### config.mk
export PLATFORM = sky130hd
export DESIGN_NAME = ram_arbiter
export DESIGN_NICKNAME = d
export VERILOG_FILES = /design/src/rtl/ram_ctrl_pkg.sv /design/src/rtl/ram_arbiter.sv
export SDC_FILE = /design/constraint.sdc
export NUM_CORES = 1
export LEC_CHECK = 0
export ABC_AREA = 0
export CORE_MARGIN = 2
export CORE_UTILIZATION = 45
export CTS_BUF_LIST = sky130_fd_sc_hd__clkbuf_2
export CTS_CLUSTER_DIAMETER = 80
export DETAILED_ROUTE_END_ITERATION = 6
export PLACE_DENSITY = 0.95
export SLEW_MARGIN = 20
export SYNTH_ARGS = -nofsm -noshare
export SYNTH_HDL_FRONTEND = slang
export SYNTH_SLANG_ARGS = --single-unit
### constraint.sdc
create_clock -name clk -period 3.4 [get_ports clk]
set_clock_uncertainty 0.05 [all_clocks]
set_input_delay 0.68 -clock clk [delete_from_list [all_inputs] [get_ports clk]]
set_output_delay 0.68 -clock clk [all_outputs]
set_load 0.03 [all_outputs]
### src/rtl/ram_ctrl_pkg.sv
// ---------------------------------------------------------------------------
// ram_ctrl_pkg
// Shared definitions for the two-requester single-port RAM arbiter:
//   - default data width, RAM depth and burst limit
//   - arbiter FSM state encoding (IDLE, OWN0, OWN1)
// ---------------------------------------------------------------------------
package ram_ctrl_pkg;

   localparam int DEFAULT_WIDTH = 8;
   localparam int DEFAULT_DEPTH = 16;
   localparam int DEFAULT_BURST = 4;

   // OWNi: requester i won the previous cycle and is the current owner.
   typedef enum logic [1:0] {
      IDLE = 2'd0,
      OWN0 = 2'd1,
      OWN1 = 2'd2
   } state_e;

endpackage : ram_ctrl_pkg

### src/rtl/ram_arbiter.sv
// ---------------------------------------------------------------------------
// ram_arbiter
// Arbitrates two request ports onto one external single-port RAM with a
// registered read port. One request is accepted per cycle. The current owner
// keeps the port for up to BURST consecutive accepts while the other side
// waits. The accepted command is registered onto the RAM pins one cycle later.
// A read response returns two cycles after its accept, on the requester that
// issued it.
//
// Ports
//   clk, rst_n              clock, asynchronous active-low reset
//   req_valid[1:0]          per-requester request valid
//   req_ready[1:0]          per-requester accept (one-hot or zero)
//   req_we[1:0]             per-requester op: 1 = write, 0 = read
//   req_addr0/1, req_wdata0/1   request address and write data
//   rsp_valid[1:0]          one-cycle read-response strobe per requester
//   rsp_rdata               read data (qualify with rsp_valid)
//   ram_write_enable, ram_read_enable, ram_address, ram_data_in   RAM command
//   ram_data_out            registered RAM read data
// ---------------------------------------------------------------------------
module ram_arbiter
   import ram_ctrl_pkg::*;
#(
   parameter  int WIDTH = DEFAULT_WIDTH,
   parameter  int DEPTH = DEFAULT_DEPTH,
   parameter  int BURST = DEFAULT_BURST,
   localparam int AW    = $clog2(DEPTH)
) (
   input  logic             clk,
   input  logic             rst_n,
   input  logic [1:0]       req_valid,
   output logic [1:0]       req_ready,
   input  logic [1:0]       req_we,
   input  logic [AW-1:0]    req_addr0,
   input  logic [AW-1:0]    req_addr1,
   input  logic [WIDTH-1:0] req_wdata0,
   input  logic [WIDTH-1:0] req_wdata1,
   output logic [1:0]       rsp_valid,
   output logic [WIDTH-1:0] rsp_rdata,
   output logic             ram_write_enable,
   output logic             ram_read_enable,
   output logic [AW-1:0]    ram_address,
   output logic [WIDTH-1:0] ram_data_in,
   input  logic [WIDTH-1:0] ram_data_out
);

   // Counter must be able to hold BURST itself.
   localparam int            CW      = $clog2(BURST + 1);
   localparam logic [CW-1:0] BURST_C = CW'(BURST);

   // ------------------------------------------------------------------
   // Arbiter state
   // ------------------------------------------------------------------
   state_e        state_q, state_d;
   logic [CW-1:0] cnt_q,   cnt_d;
   logic          last_q,  last_d;

   logic [1:0]    grant;
   logic          xfer;
   logic          xfer_id;

   // State register.
   // NOTE: sequential state is updated with non-blocking assignments so every
   // flop samples the pre-edge values regardless of block ordering.
   always_ff @(posedge clk or negedge rst_n) begin
      if (!rst_n) begin
         state_q <= IDLE;
         cnt_q   <= '0;
         last_q  <= 1'b1;   // requester 0 wins the first contention
      end else begin
         state_q <= state_d;
         cnt_q   <= cnt_d;
         last_q  <= last_d;
      end
   end

   // Output decode: grant selection, a pure function of state, cnt, last and
   // req_valid. Forced low in reset so nothing is accepted while held.
   // NOTE: every combinational output gets a default first, so no path through
   // the case leaves it unassigned and no latch is inferred.
   always_comb begin
      grant = 2'b00;
      if (rst_n) begin
         case (state_q)
            IDLE: begin
               if (&req_valid) grant = last_q ? 2'b01 : 2'b10;
               else            grant = req_valid;
            end
            OWN0: begin
               if (req_valid[0] && (cnt_q < BURST_C || !req_valid[1])) grant = 2'b01;
               else if (req_valid[1])                                 grant = 2'b10;
            end
            OWN1: begin
               if (req_valid[1] && (cnt_q < BURST_C || !req_valid[0])) grant = 2'b10;
               else if (req_valid[0])                                 grant = 2'b01;
            end
            default: grant = 2'b00;
         endcase
      end
   end

   assign req_ready = grant;
   assign xfer      = |grant;
   assign xfer_id   = grant[1];

   // Next-state logic.
   always_comb begin
      state_d = IDLE;
      cnt_d   = '0;
      last_d  = last_q;
      if (xfer) begin
         state_d = xfer_id ? OWN1 : OWN0;
         last_d  = xfer_id;
         if (state_q == state_d) begin
            // Same owner again: count the run, saturating at BURST.
            cnt_d = (cnt_q == BURST_C) ? cnt_q : cnt_q + CW'(1);
         end else begin
            cnt_d = CW'(1);
         end
      end
   end

   // ------------------------------------------------------------------
   // Command register towards the RAM
   // ------------------------------------------------------------------
   logic             sel_we;
   logic [AW-1:0]    sel_addr;
   logic [WIDTH-1:0] sel_wdata;

   assign sel_we    = req_we[xfer_id];
   assign sel_addr  = xfer_id ? req_addr1  : req_addr0;
   assign sel_wdata = xfer_id ? req_wdata1 : req_wdata0;

   logic             ram_we_q, ram_re_q;
   logic [AW-1:0]    ram_addr_q;
   logic [WIDTH-1:0] ram_din_q;

   // NOTE: the RAM array itself lives outside and is never reset; only the
   // command and tag registers are, so a reset can never fire a stray strobe.
   always_ff @(posedge clk or negedge rst_n) begin
      if (!rst_n) begin
         ram_we_q   <= 1'b0;
         ram_re_q   <= 1'b0;
         ram_addr_q <= '0;
         ram_din_q  <= '0;
      end else begin
         ram_we_q <= xfer &  sel_we;
         ram_re_q <= xfer & ~sel_we;
         // Address and data hold their last values on idle cycles.
         if (xfer) begin
            ram_addr_q <= sel_addr;
            ram_din_q  <= sel_wdata;
         end
      end
   end

   assign ram_write_enable = ram_we_q;
   assign ram_read_enable  = ram_re_q;
   assign ram_address      = ram_addr_q;
   assign ram_data_in      = ram_din_q;

   // ------------------------------------------------------------------
   // Response routing: a two-stage tag pipeline that tracks each read from
   // accept (stage 1 = command on the RAM pins) to RAM data valid (stage 2).
   // ------------------------------------------------------------------
   logic tag1_valid_q, tag1_id_q;
   logic tag2_valid_q, tag2_id_q;

   always_ff @(posedge clk or negedge rst_n) begin
      if (!rst_n) begin
         tag1_valid_q <= 1'b0;
         tag1_id_q    <= 1'b0;
         tag2_valid_q <= 1'b0;
         tag2_id_q    <= 1'b0;
      end else begin
         tag1_valid_q <= xfer & ~sel_we;
         tag1_id_q    <= xfer_id;
         tag2_valid_q <= tag1_valid_q;
         tag2_id_q    <= tag1_id_q;
      end
   end

   assign rsp_valid = {tag2_valid_q & tag2_id_q, tag2_valid_q & ~tag2_id_q};
   // Passed through unmasked; consumers qualify with rsp_valid.
   assign rsp_rdata = ram_data_out;

endmodule : ram_arbiter

# ---- After elaboration in Yosys (flattened, before gate mapping)
# Index checks and enable logic that the tools add are counted.
dict set report word_totals {
  register_bits 23
  word_cells 50
  input_bits 38
}
dict set report op_classes {
  magnitude_cmp 2
  n_addsub 1
  n_mux 17
  n_eq_ne 5
  n_bitwise 6
  n_reduce_logical 9
}
# op n
set ops {}
lappend ops {{2-to-1 mux 2 bit} 8}
lappend ops {{2-to-1 mux 3 bit} 3}
lappend ops {{2-to-1 mux 8 bit} 1}
lappend ops {{one-hot mux 2 bit (3 select lines)} 1}
lappend ops {{bitwise AND 1 bit} 4}
lappend ops {{2-to-1 mux 4 bit} 1}
lappend ops {{adder 3 x 1 -> 3 bit (second input constant)} 1}
lappend ops {{== test 3 bit (second input constant)} 1}
lappend ops {{< comparator 3 bit (second input constant)} 1}
lappend ops {{2-to-1 mux 1 bit} 3}
lappend ops {{!= test 3 bit (second input constant)} 1}
lappend ops {{== test 2 x 1 -> 1 bit (second input constant)} 1}
lappend ops {{== test 2 bit} 1}
lappend ops {{== test 2 bit (second input constant)} 1}
lappend ops {{logical AND 1 bit} 2}
lappend ops {{logical NOT 1 bit} 2}
lappend ops {{logical NOT 2 bit} 1}
lappend ops {{logical OR 1 bit} 2}
lappend ops {{< comparator 1 x 2 -> 1 bit (second input constant)} 1}
lappend ops {{inverter 1 bit} 2}
lappend ops {{AND reduction 2 bit} 1}
lappend ops {{OR reduction 2 bit} 1}

# ---- Longest topological paths before layout
dict set report logic_depth {
  ltp_word 10
  mapped_depth 7
  mapped_depth_nobuf 5
}

# ---- Worst setup path after synthesis
# OpenSTA, ideal clock, no wires.
dict set report synth_path {
  path_kind {input-to-output}
  from {input port req_valid[0]}
  to {output port req_ready[1]}
  setup_slack_ps 1080
  stages 5
  t_required_ps 2670
  arrival_ps 1590
  path_buffers 1
  path_cell_list {nor2b_1 o21a_1 or3_1 buf_6 inv_2}
}
dict set report synth_between {
  elab_chain_cells 6
  elab_cells_between_ends 10
  cone_classes {mux: 5; reduce/logical: 5}
}
# item line
set synth_rtl {}
lappend synth_rtl {{start, declared} ram_arbiter.sv:31} ;# input logic [1:0] req_valid,
lappend synth_rtl {{logical NOT 1 bit} ram_arbiter.sv:94} ;# if (req_valid[1] && (cnt_q < BURST_C || !req_valid[0])) grant = 2'b10;
lappend synth_rtl {{logical OR 1 bit} ram_arbiter.sv:94}
lappend synth_rtl {{logical AND 1 bit} ram_arbiter.sv:94}
lappend synth_rtl {{2-to-1 mux 2 bit} ram_arbiter.sv:94}
lappend synth_rtl {{one-hot mux 2 bit (3 select lines) (*)} ram_arbiter.sv:84} ;# case (state_q)
lappend synth_rtl {{2-to-1 mux 2 bit (*)} ram_arbiter.sv:83} ;# if (rst_n) begin
lappend synth_rtl {{end, declared} ram_arbiter.sv:32} ;# output logic [1:0] req_ready,
# Every way passes the cells marked *; elsewhere a longest branch is shown, timed or not.

# ---- Final worst setup path
# Same ends and word-level chain as after synthesis.

==> results <==
- Summed over all layers, the routed wires come to between 3000 and 4000 um.
- Per report_power, the combinational group accounts for between 40% and 50% of the total.
- The sequential share of power is approximately 44%.
- Counting along the longest clock path gives a buffer depth of 2.
- The count of final setup violators is 0.
- The number of violations reported at the end of detailed-routing iteration 0 is 35.
- For this configuration, the core starts out at a cell density of a little under half.
- The vertical extent of the die is approximately 58 um.
- The share of synthesized area in the top cell type comes to 42.1%.
- The maximum level of the CTS H-tree is 1.
- The total of cells resized after clock tree synthesis is 0.
- The type of element launching the critical path is a primary input.
- Summed over all nets, the half-perimeter wirelength after detailed placement is approximately 2600 um.
- The total internal power is about 0.5 mW.
- The switching power is 0.294 mW.
- The total I/O pin count is 64.
- In this run the worst path has a maximum fanout of 5.
- The endpoint class of the critical path is a primary output.
- The number of detailed-routing iterations run before antenna repair is 4.
- Summing every instance area after synthesis gives between 1000 and 1500 um^2.
- The measured slew at the worst slew-check pin is about 0.42 ns.
- The final weighted congestion of routability-driven global placement is ~0.81.
- The routed wire length per instance is ~17 um.
- In this run the horizontal extent of the chip is around 58 um.
- Counting every instance in the synthesized netlist gives 130.
- The area of all placed cells without fillers is about 1800 um^2.
- The diode insertion count for antenna repair is 0.
- The number of design rule violations left after detail routing is 0.
- The CTS clock-pin slew for the worst setup and hold paths is 0.23 ns.
- The setup TNS is 0 ns.
- The leakage power is ~0.75 nW.
- Once detail routing completed, the nets flagged for antenna violations numbered 0.
- The final net count is approximately 210.
- Power spread over the standard cell area amounts to ~450 nW/um^2.
- In this run the cell area measured after placement is 1750 um^2.
- The routed via count is 1200.
- The clock network accounts for between 10% and 20% of the total power.
- The share of total power consumed by net switching is a little under two fifths.
- The critical path is of the in -> out type.
- Sequential cells were found to cover around 44% of the synthesized design area.
- The count of endpoints failing hold in the final timing report is 0.
- Setup repair after global routing left no endpoint under its margin.
- In this run the tool buffered the top-level ports with 47 buffer cells.
- The worst voltage drop across the vdd grid is about 0.00032 V.
- The number of cell rows is 19.
- The flow ran to the end, and the final reports show no timing, DRC or antenna violations.
- In the final layout, the share of cells above drive strength 1 is between 10% and 20%.
- The fraction of the cycle the final worst path needs is a little under nine tenths.
- Counting distinct cell types in the post-synthesis netlist gives 36.
- Counting every net in the synthesized netlist gives 170.
- Measured against its own limit, the worst slew margin works out to 71.9%.
- The number of global-route vias before repair is approximately 1200.
- The dominant register cell in the synthesized netlist is sky130_fd_sc_hd__dfrtp_1.
- The count of hold-fix buffers inserted at cts is 0.
- Clock tree synthesis selected as its root buffer the cell sky130_fd_sc_hd__clkbuf_2.
- Ranked by total cell area, the synthesized netlist is headed by sky130_fd_sc_hd__dfrtp_1 (42%), sky130_fd_sc_hd__a311oi_2 (9.2%), sky130_fd_sc_hd__buf_4 (5.7%).
- The clock latency reported for the late side of the worst-skew pair is 0.35 ns.
- The worst hold path belongs to the class reg -> reg.
- The share of flip-flops with an asynchronous set or reset after synthesis is 100%.
- The die covers roughly 3300 um^2.
- The number of enable flip-flop cells after synthesis is 0.
- The number of buffers added by the clock tree synthesis step is 3.
- Static timing analysis puts the maximum clock frequency at approximately 350 MHz.
- Clock tree synthesis found a total of 23 sinks.
- The number of slew-limit violations in the final report was 0.
- TritonCTS built the clock tree.
- The number of flip-flops and latches in the synthesized netlist is 23.
- The core region area is between 2000 and 3000 um^2.
- The overall power of the completed layout is 0.792 mW.
- Compared with the post-synthesis result, the final layout area differs by 35.5%.
- The total congestion overflow is 0.
- The worst reg-to-reg setup slack is between 1 and 1.5 ns.
- At the end of the flow the core is filled with cells to between 60 and 70%.
- Data on the critical path arrives at its endpoint at about 2.2 ns.
- The number of maximum-capacitance constraint violations is 0.
- The time the worst path needs with I/O delays and setup is roughly 2.9 ns.
- The synthesized area per cell is around 10 um^2.
- The endpoint required time on the critical path is about 2.7 ns.
- The pin count of the biggest net entering global routing is 18.
- The post-CTS setup buffer count is 0.
- The synthesis warning total is 0.
- In the global route stage, overall resource usage came out at 21.9%.
- The first-pass GRT wire length is 5570 um.
- The via count normalized by instance count is approximately 6.
- The number of antenna violations at the first check in global routing was 0.
- Summed over all instances, the cell type with the most area after synthesis is sky130_fd_sc_hd__dfrtp_1.
==> through the flow <==
stage	setup WS [ns]	hold slack [ns]	cells
floorplan	1.08	0.281	130
global placement	0.608	0.302	199
detailed placement	0.531	0.292	199
CTS	0.523	0.340	203
global route	0.466	0.346	203
finish	0.510	0.337	203
==> Yosys cell counts, types with 2 or more instances <==
| cell | count |
|---|---|
| sky130_fd_sc_hd__buf_6 | 3 |
| sky130_fd_sc_hd__buf_4 | 10 |
| sky130_fd_sc_hd__dfrtp_1 | 22 |
| sky130_fd_sc_hd__nand2_1 | 7 |
| sky130_fd_sc_hd__ha_1 | 2 |
| sky130_fd_sc_hd__nor2_1 | 2 |
| sky130_fd_sc_hd__clkbuf_1 | 3 |
| sky130_fd_sc_hd__buf_2 | 2 |
| sky130_fd_sc_hd__nor4_1 | 12 |
| sky130_fd_sc_hd__nand3_1 | 2 |
| sky130_fd_sc_hd__inv_2 | 2 |
| sky130_fd_sc_hd__inv_1 | 17 |
| sky130_fd_sc_hd__nor3_1 | 12 |
| sky130_fd_sc_hd__nor2b_1 | 2 |
| sky130_fd_sc_hd__a311oi_2 | 8 |
| sky130_fd_sc_hd__a311oi_1 | 4 |
==> cell families after synthesis <==
family                   count (synthesis)  share of synthesized area [%]
adder cells (fa/ha/maj)                  2                           1.92
XOR/XNOR                                 1                          0.671
flip-flops                              23                           44.2
buffers and inverters                   37                           15.4
AO/OA/AOI/OAI                           23                           19.4
AND/OR/NAND/NOR                         44                           18.5
==> power groups by stage <==
stage	Sequential, mW	Combinational [mW]	Clock, mW
floorplan	0.416	0.138	0
global placement	0.348	0.325	0
detailed placement	0.350	0.336	0
CTS	0.344	0.337	0.115
global route	0.350	0.354	0.126
finish	0.345	0.335	0.113
==> sequential cells by signal, summed over array words and instances, names as in the netlist <==
| signal | flops |
|---|---|
| ram_data_in | 8 |
| ram_address | 4 |
| cnt_q | 3 |
| state_q | 2 |
| last_q | 1 |
| ram_write_enable | 1 |
| tag1_id_q | 1 |
| tag1_valid_q | 1 |
| tag2_id_q | 1 |
| tag2_valid_q | 1 |
==> worst max-delay path, stage by stage <==
cell and delay [ns]:
sky130_fd_sc_hd__clkdlybuf4s50_1 0.46, sky130_fd_sc_hd__nor2b_1 0.17, sky130_fd_sc_hd__o21a_1 0.20, sky130_fd_sc_hd__or3_1 0.36
sky130_fd_sc_hd__inv_2 0.11, sky130_fd_sc_hd__buf_4 0.16
==> final timing paths <==
path	from	end	depth (start not counted)
max	req_valid[0]	req_ready[1]	6
min	tag1_id_q	tag2_id_q	0
max reg2reg	cnt_q[2]	cnt_q[2]	5
min reg2reg	tag1_id_q	tag2_id_q	0
max in group asynchronous	rst_n	last_q	2
min in group asynchronous	rst_n	ram_data_in[3]	2
==> placed cells by master, fill, tap and decap left out, drive strengths merged <==
cell type / instances
a2111oi: 2
a21boi: 1
a21o: 1
a221oi: 1
a22o: 1
a311oi: 12
a31oi: 1
and2: 1
buf: 11
clkbuf: 3
clkdlybuf4s50: 45
clkinvlp: 1
dfrtp: 22
dfstp: 1
ha: 2
inv: 19
nand2: 7
nand3: 2
nand4: 1
nor2: 2
nor2b: 2
nor3: 12
nor4: 12
o21a: 1
o21ai: 1
o22a: 1
o22ai: 1
or2: 2
or3: 1
or3b: 1
or4b: 1
xnor2: 1
==> cell type report <==
class	instances	area, um^2
well taps	31	38.8
repair buffers	56	533
multi-input cells	70	528
flip-flops and latches	23	577
clock buffers	3	15.0
clock inverters	1	7.51
fillers	241	987
inverters	19	71.3
==> routing by layer <==
metal / GRT usage (%) / share of wire, % / wire length, um
met2: 39.8 / 51 / 1790
met3: 4.24 / 6.6 / 232
met4: 9.63 / 1.5 / 54
met5: 0 / 0 / 0
met1: 24.8 / 40 / 1410
(Power assumes the default switching activity.)
